==> config.mk <==
export PLATFORM = sky130hd
export DESIGN_NAME = multiword_add_seq
export DESIGN_NICKNAME = d
export VERILOG_FILES = /design/src/rtl/multiword_add_seq.sv
export SDC_FILE = /design/constraint.sdc
export NUM_CORES = 1
export LEC_CHECK = 0
export BUFFER_PORTS_ARGS = -buffer_cell sky130_fd_sc_hd__buf_2
export CORE_MARGIN = 2
export CORE_UTILIZATION = 57
export DETAILED_ROUTE_END_ITERATION = 6
export GPL_TIMING_DRIVEN = 0
export MAX_ROUTING_LAYER = met4
export PLACE_DENSITY = 0.86
export RECOVER_POWER = 100
export REMOVE_ABC_BUFFERS = 1
export SKIP_LAST_GASP = 1
export SLEW_MARGIN = 20
export SYNTH_ARGS = -nofsm -noshare
export SYNTH_HDL_FRONTEND = slang
export SYNTH_SLANG_ARGS = --single-unit
==> constraint.sdc <==
create_clock -name i_clk -period 2.55 [get_ports i_clk]
set_input_delay 0.255 -clock i_clk [delete_from_list [all_inputs] [get_ports i_clk]]
set_output_delay 0.255 -clock i_clk [all_outputs]
set_load 0.05 [all_outputs]
==> src/rtl/multiword_add_seq.sv <==
// Wide add/subtract built from one shared N-bit adder, one word per cycle, LSB word first.
// The carry between words is held in a register; the parent owns the combinational adder.
module multiword_add_seq #(
  parameter int unsigned N = 16,
  parameter int unsigned K = 4
) (
  input  logic             i_clk,
  input  logic             i_rst_n,
  input  logic             i_valid,
  output logic             o_ready,
  input  logic [N*K-1:0]   i_op_a,
  input  logic [N*K-1:0]   i_op_b,
  input  logic             i_sub,
  output logic [N-1:0]     o_add_a,
  output logic [N-1:0]     o_add_b,
  output logic             o_add_cin,
  input  logic [N-1:0]     i_add_sum,
  input  logic             i_add_cout,
  output logic             o_valid,
  input  logic             i_ready,
  output logic [N*K-1:0]   o_sum,
  output logic             o_carry_out,
  output logic             o_overflow
);

  localparam int unsigned W = N * K;
  localparam int unsigned IdxW = (K > 1) ? $clog2(K) : 1;
  localparam logic [IdxW-1:0] LastIdx = IdxW'(K - 1);

  typedef enum logic [1:0] {StIdle, StRun, StDone} state_e;

  state_e          state_q, state_d;
  logic [W-1:0]    a_q, a_d;
  logic [W-1:0]    b_q, b_d;
  logic            carry_q, carry_d;
  logic [IdxW-1:0] idx_q, idx_d;
  logic [W-1:0]    sum_q, sum_d;
  logic            cout_q, cout_d;
  logic            ovf_q, ovf_d;

  always_ff @(posedge i_clk or negedge i_rst_n) begin
    if (!i_rst_n) begin
      state_q <= StIdle;
      a_q     <= '0;
      b_q     <= '0;
      carry_q <= 1'b0;
      idx_q   <= '0;
      sum_q   <= '0;
      cout_q  <= 1'b0;
      ovf_q   <= 1'b0;
    end else begin
      state_q <= state_d;
      a_q     <= a_d;
      b_q     <= b_d;
      carry_q <= carry_d;
      idx_q   <= idx_d;
      sum_q   <= sum_d;
      cout_q  <= cout_d;
      ovf_q   <= ovf_d;
    end
  end

  always_comb begin
    state_d   = state_q;
    a_d       = a_q;
    b_d       = b_q;
    carry_d   = carry_q;
    idx_d     = idx_q;
    sum_d     = sum_q;
    cout_d    = cout_q;
    ovf_d     = ovf_q;
    o_add_a   = '0;
    o_add_b   = '0;
    o_add_cin = 1'b0;

    unique case (state_q)
      StIdle: begin
        if (i_valid) begin
          // Subtract is A + ~B + 1: the +1 enters as the initial carry.
          a_d     = i_op_a;
          b_d     = i_sub ? ~i_op_b : i_op_b;
          carry_d = i_sub;
          idx_d   = '0;
          sum_d   = '0;
          state_d = StRun;
        end
      end
      StRun: begin
        for (int unsigned k = 0; k < K; k++) begin
          if (idx_q == IdxW'(k)) begin
            o_add_a           = a_q[k*N +: N];
            o_add_b           = b_q[k*N +: N];
            sum_d[k*N +: N]   = i_add_sum;
          end
        end
        o_add_cin = carry_q;
        carry_d   = i_add_cout;
        if (idx_q == LastIdx) begin
          idx_d   = '0;
          cout_d  = i_add_cout;
          ovf_d   = (a_q[W-1] == b_q[W-1]) && (i_add_sum[N-1] != a_q[W-1]);
          state_d = StDone;
        end else begin
          idx_d = idx_q + 1'b1;
        end
      end
      StDone: begin
        if (i_ready) state_d = StIdle;
      end
      default: state_d = StIdle;
    endcase
  end

  assign o_ready     = (state_q == StIdle);
  assign o_valid     = (state_q == StDone);
  assign o_sum       = sum_q;
  assign o_carry_out = cout_q;
  assign o_overflow  = ovf_q;

endmodule

# Yosys cells after proc, flatten, opt, wreduce, memory -nomap -nowiden
# Index checks and enable logic that the tools add are counted.
dict set report totals {
  regBits 199
  in_bits 150
  elab_cells 65
  output_inout_bits 101
}
dict set report classes {
  n_eq_ne 13
  n_bitwise 1
  reduce_logical 12
  muxes 27
  addsub 1
}
# op n
set op_table {}
lappend op_table {{2-to-1 mux 16 bit} 14}
lappend op_table {{2-to-1 mux 64 bit} 2}
lappend op_table {{case mux 64 bit (2 select lines)} 1}
lappend op_table {{NOT 64 bit} 1}
lappend op_table {{AND reduction 3 bit} 5}
lappend op_table {{2-to-1 mux 2 bit} 5}
lappend op_table {{!= test 2 bit (second input constant)} 5}
lappend op_table {{== test 2 bit (second input constant)} 3}
lappend op_table {{case mux 2 bit (3 select lines)} 1}
lappend op_table {{AND reduction 2 bit} 3}
lappend op_table {{== test 2 x 1 -> 1 bit (second input constant)} 2}
lappend op_table {{logical NOT 2 bit} 2}
lappend op_table {{case mux 2 bit (2 select lines)} 1}
lappend op_table {{adder 2 x 1 -> 2 bit (second input constant)} 1}
lappend op_table {{2-to-1 mux 1 bit} 2}
lappend op_table {{!= test 2 x 1 -> 1 bit (second input constant)} 1}
lappend op_table {{case mux 1 bit (2 select lines)} 1}
lappend op_table {{nonzero test 2 bit} 1}
lappend op_table {{== test 1 bit} 1}
lappend op_table {{logical AND 1 bit} 1}
lappend op_table {{!= test 1 bit} 1}

# Logic depth before layout (Yosys ltp)
dict set report depth {
  word_depth 6
  ltp_mapped 8
  mapped_depth_nobuf 5
}

# Worst setup path after synthesis
# OpenSTA, ideal clock, no wires.
dict set report synth_path {
  path_kind {reg-to-output}
  from {register idx_q[0]}
  to {output o_add_a[10]}
  path_buffers 2
  path_stages_with_launch 7
  required_time_ns 2.295
  path_slack_ns -0.258
  arrival_time_ns 2.553
  cell_sequence {dfrtp_1 ha_1 buf_2 nor2b_1 clkbuf_1 a221oi_1 o31ai_1}
}
dict set report synth_via {
  elab_chain_cells 6
  elab_cells_between_ends 9
  classes_between {eq/ne: 3; mux: 5; reduce/logical: 1}
}
# item line_no
set synth_rtl {}
lappend synth_rtl {{start: declaration} 36} ;# logic [IdxW-1:0] idx_q, idx_d;
lappend synth_rtl {{start signal: assignment} 56} ;# idx_q <= idx_d;
lappend synth_rtl {{logical NOT 2 bit} 90} ;# if (idx_q == IdxW'(k)) begin
lappend synth_rtl {{2-to-1 mux 16 bit (3 in a row)} 90}
lappend synth_rtl {{2-to-1 mux 16 bit (*)} 90}
lappend synth_rtl {{2-to-1 mux 16 bit (*)} 76} ;# unique case (state_q)
lappend synth_rtl {{end: declaration} 14} ;# output logic [N-1:0] o_add_a,
# Mark *: on every way between the ends. The rest lies on a longest branch, timed or not.

# Final worst setup path
dict set report layout_path {
  from {register idx_q[0]}
  to {output o_add_a[12]}
}
# The elaborated chain is that of the path after synthesis.

==> summary.txt <==
STA
  – Final WS setup: approximately 0.017 ns
  – Tcrit/Tclk final: a little under 100%
  – Final setup violation count: 0
  – Worst Skew: 0.00762 ns
  – Setup TNS: 0 ns
  – FMAX: 395 MHz
  – Least-Margin Pin Slew: 1.31 ns
  – Slew Limit Fails: 0
  – Period minus WS final: roughly 2.5 ns
  – Hold slack: ~0.02 ns
  – Final hold viol count: 0
  – Slew margin rel.: 12.7%

GRT
  – GRT met1 Usage: a little under two fifths
  – Busiest grt layer: met2
  – Grt ovf: 0
  – Met2 Use GR: between 40% and 50%
  – Gr usage total: 31.3%
  – Met3 Usage GRT: between 8 and 9%
  – Vias in the first global route: ~8.2k
  – First-pass GRT wire length: about 42,000 um
  – Initial antenna violation count: 5
  – Pin count of the biggest net entering global routing: 84

Floorplanning
  – Die area: ~18,000 sq um
  – Initial Utilization: approximately 58%
  – Die Ht: 133 um
  – Num ports: about 250
  – Core area: ~16,000 sq um
  – Die W: ~130 um
  – # rows: 47

Drt
  – Detail Route Antenna Nets: 0
  – 1st-iter DRT viols: between 700 and 800
  – Drt wl/cell: ~21 um
  – Via count: about 8.1k
  – Pre-antenna DRT Iters: 5
  – Drt total wl: 27,400 um
  – Vias/cell: about 6.1
  – DRC Markers: 0

Layout
  – Syn-to-layout area delta: 28.4%
  – Layout cells sized above 1: between 30% and 40%
  – Final net count: ~1.2k
  – Fill cell count: roughly 1.1k
  – Layout Utilization: 74.1%

Place
  – Final HPWL DP: 16,600 um
  – IO Port Bufs: 250
  – Pre-CTS WS: -0.320 ns
  – Routability cong.: 0.779

Critical path
  – WS Path Type: reg2out
  – Setup slack, reg-to-reg: around 0.26 ns
  – Slowest stage cell, crit path: dfrtp_2
  – Crit path cell chain: ha_4 -> buf_16 -> nor2b_4 -> buf_12 -> clkbuf_16 -> a221oi_2 -> o31ai_1 -> buf_2
  – Critical path arrival: 2.28 ns
  – CP max FO: 6
  – CP bufs+invs: 4
  – CP Capture Type: output pin
  – CP max stage delay: approximately 0.44 ns
  – RR Startpoint: idx_q[1]$_DFFE_PN0P_
  – CP startpoint: idx_q[0]$_DFFE_PN0P_
  – Req. time, crit path: 2.30 ns
  – CP Launch Type: register
  – Crit path max-delay family: buffers and inverters

Yosys
  – Adder-cell share of the synthesized area: less than 1%
  – Top-count cell post-synth: dfrtp_1
  – Syn. warnings: 0
  – Post-synthesis xor/xnor area fraction: roughly 6%
  – Combinational family with the most area after synthesis: compound AO/OA/AOI/OAI gates
  – Synth Instances: 851
  – Post-synth top cells: dfrtp_1 (199), a22o_1 (96), nor2_1 (65)
  – Post-synth EDFFs: 0
  – Post-synth top area cell: dfrtp_1
  – Synth area leaders: dfrtp_1 (53%), a22o_1 (8.9%), mux2_2 (7.5%)
  – Ys async rst share: 100%
  – Post-synthesis compound-gate area fraction: between 20 and 25%
  – Synth cell types: 32
  – Avg Inst Size Synth: around 11 sq um
  – Synth top area share: 52.8%
  – Multiplexer area fraction after synthesis: 7.99%
  – FF+latch count, synth: 199
  – Synth Cell Area: ~9400 sq um
  – Top_reg_cell synth: dfrtp_1
  – Simple-gate area share of the yosys netlist: 5.89%
  – Sequential share of the synthesized area: a little over half

CTS
  – Clock Path Buffers: 2
  – H-Tree Depth: 4
  – Clock sinks: 199
  – CTS clk-pin slew, worst paths: about 0.07 ns
  – CTS root buffer: clkbuf_16
  – Clock latency on the worst-skew pair: between 0.4 and 0.5 ns
  – CTS tree: yes
  – Cts bufs inserted: 17

Run
  – Max Cap Viol: 0

Min path
  – Hold path start: i_ready
  – Hold Path Class: in2reg

Pwr
  – Overall power: ~0.019 W
  – Pwr/cell area: 1590 nW/um^2
  – Leakage Power: 5.26 nW
  – Peak VDD IR: approximately 0.85 mV

Status
  – Outcome: completed
-- kinds of logic (layout without fill, tap and decap cells) --
| group | after synthesis | count (layout) |
|---|---|---|
| flops | 199 | 199 |
| buf+inv | 92 | 339 |
| mux | 67 | 67 |
| other cells | 0 | 6 |
| xor+xnor | 64 | 64 |
| compound gates | 296 | 296 |
| fa+ha+maj | 4 | 4 |
| simple gates | 129 | 129 |
-- power by group --
group          switching, W  internal (W)
clock               0.00125       0.00149
combinational       0.00696       0.00404
sequential         0.000923       0.00458
-- path summary, 6_finish.rpt --
kind | endpoint | depth (start not counted)
min in group asynchronous | o_sum[42]$_DFFE_PN0P_ | 2
setup reg to reg | o_sum[22]$_DFFE_PN0P_ | 7
hold reg to reg | carry_q$_DFFE_PN0P_ | 2
hold / removal | state_q[1]$_DFFE_PN0P_ | 2
max in group asynchronous | state_q[1]$_DFFE_PN0P_ | 3
setup / recovery | o_add_a[12] | 8
-- registers in the layout, summed over array words and instances, names as in the netlist --
register	count
o_carry_out	1
carry_q	1
b_q	64
o_overflow	1
state_q	2
o_sum	64
a_q	64
idx_q	2
-- timing repair --
action	in CTS	in global routing
endpoints found under the setup margin	33	32
endpoints found under the hold margin	47	0
pin swaps	4	8
gates resized for setup	34	24
setup buffers	14	9
cloned	1	4
hold buffers	1	0
-- per-stage QoR --
step                      cells  area [sq um]
after global placement     1235         10500
after global routing       1324         12100
after floorplan             765          9020
final                      1324         12100
after CTS                  1305         11900
after detailed placement   1258         11100
-- metal layers --
metal  wire, um  up-vias
met4        881        0
met2      13500      441
met3       2420       78
met1      10600     4005
met5          0        -
li1           -     3603
-- cells in the final DEF, fill, tap and decap left out, types with 3 or more instances in the layout --
cell        Yosys  layout
a21oi_1        64      64
a221oi_1       31      21
a221oi_2        0      10
a22o_1         96      96
buf_12          0       7
buf_16          0       8
buf_2          40     155
buf_4           8      45
buf_6           1       9
buf_8           0       3
clkbuf_1       35      67
clkbuf_16       0      21
clkbuf_4        0       3
clkinvlp_4      0       4
dfrtp_1       199     196
diode_2         0       6
ha_4            0       4
mux2_1          3       3
mux2_2         63      63
nand2_1        24      24
nand3_1        30      30
nor2_1         65      65
nor2b_2         0       3
o21ai_0        50      50
o31ai_1        48      46
xnor2_1        64      64
-- cell type report --
type	instances	area (sq um)	area share, %
antenna	6	15.0	0.124
clock buffer	19	443	3.66
clock inverter	12	144	1.19
inverter	6	50.0	0.413
multi-input combinational	560	4190	34.6
sequential	199	4990	41.2
tap	220	275	2.27
timing repair buffer	302	2010	16.6
-- worst reg2reg max path: stages (launching register included) --
cell	delay (ns)
dfrtp_1	0.39
inv_2	0.11
ha_4	0.18
buf_4	0.11
buf_4	0.25
nor2b_2	0.75
a22o_1	0.26
a22o_1	0.16
Note: power is estimated with default switching activity, not from simulation.
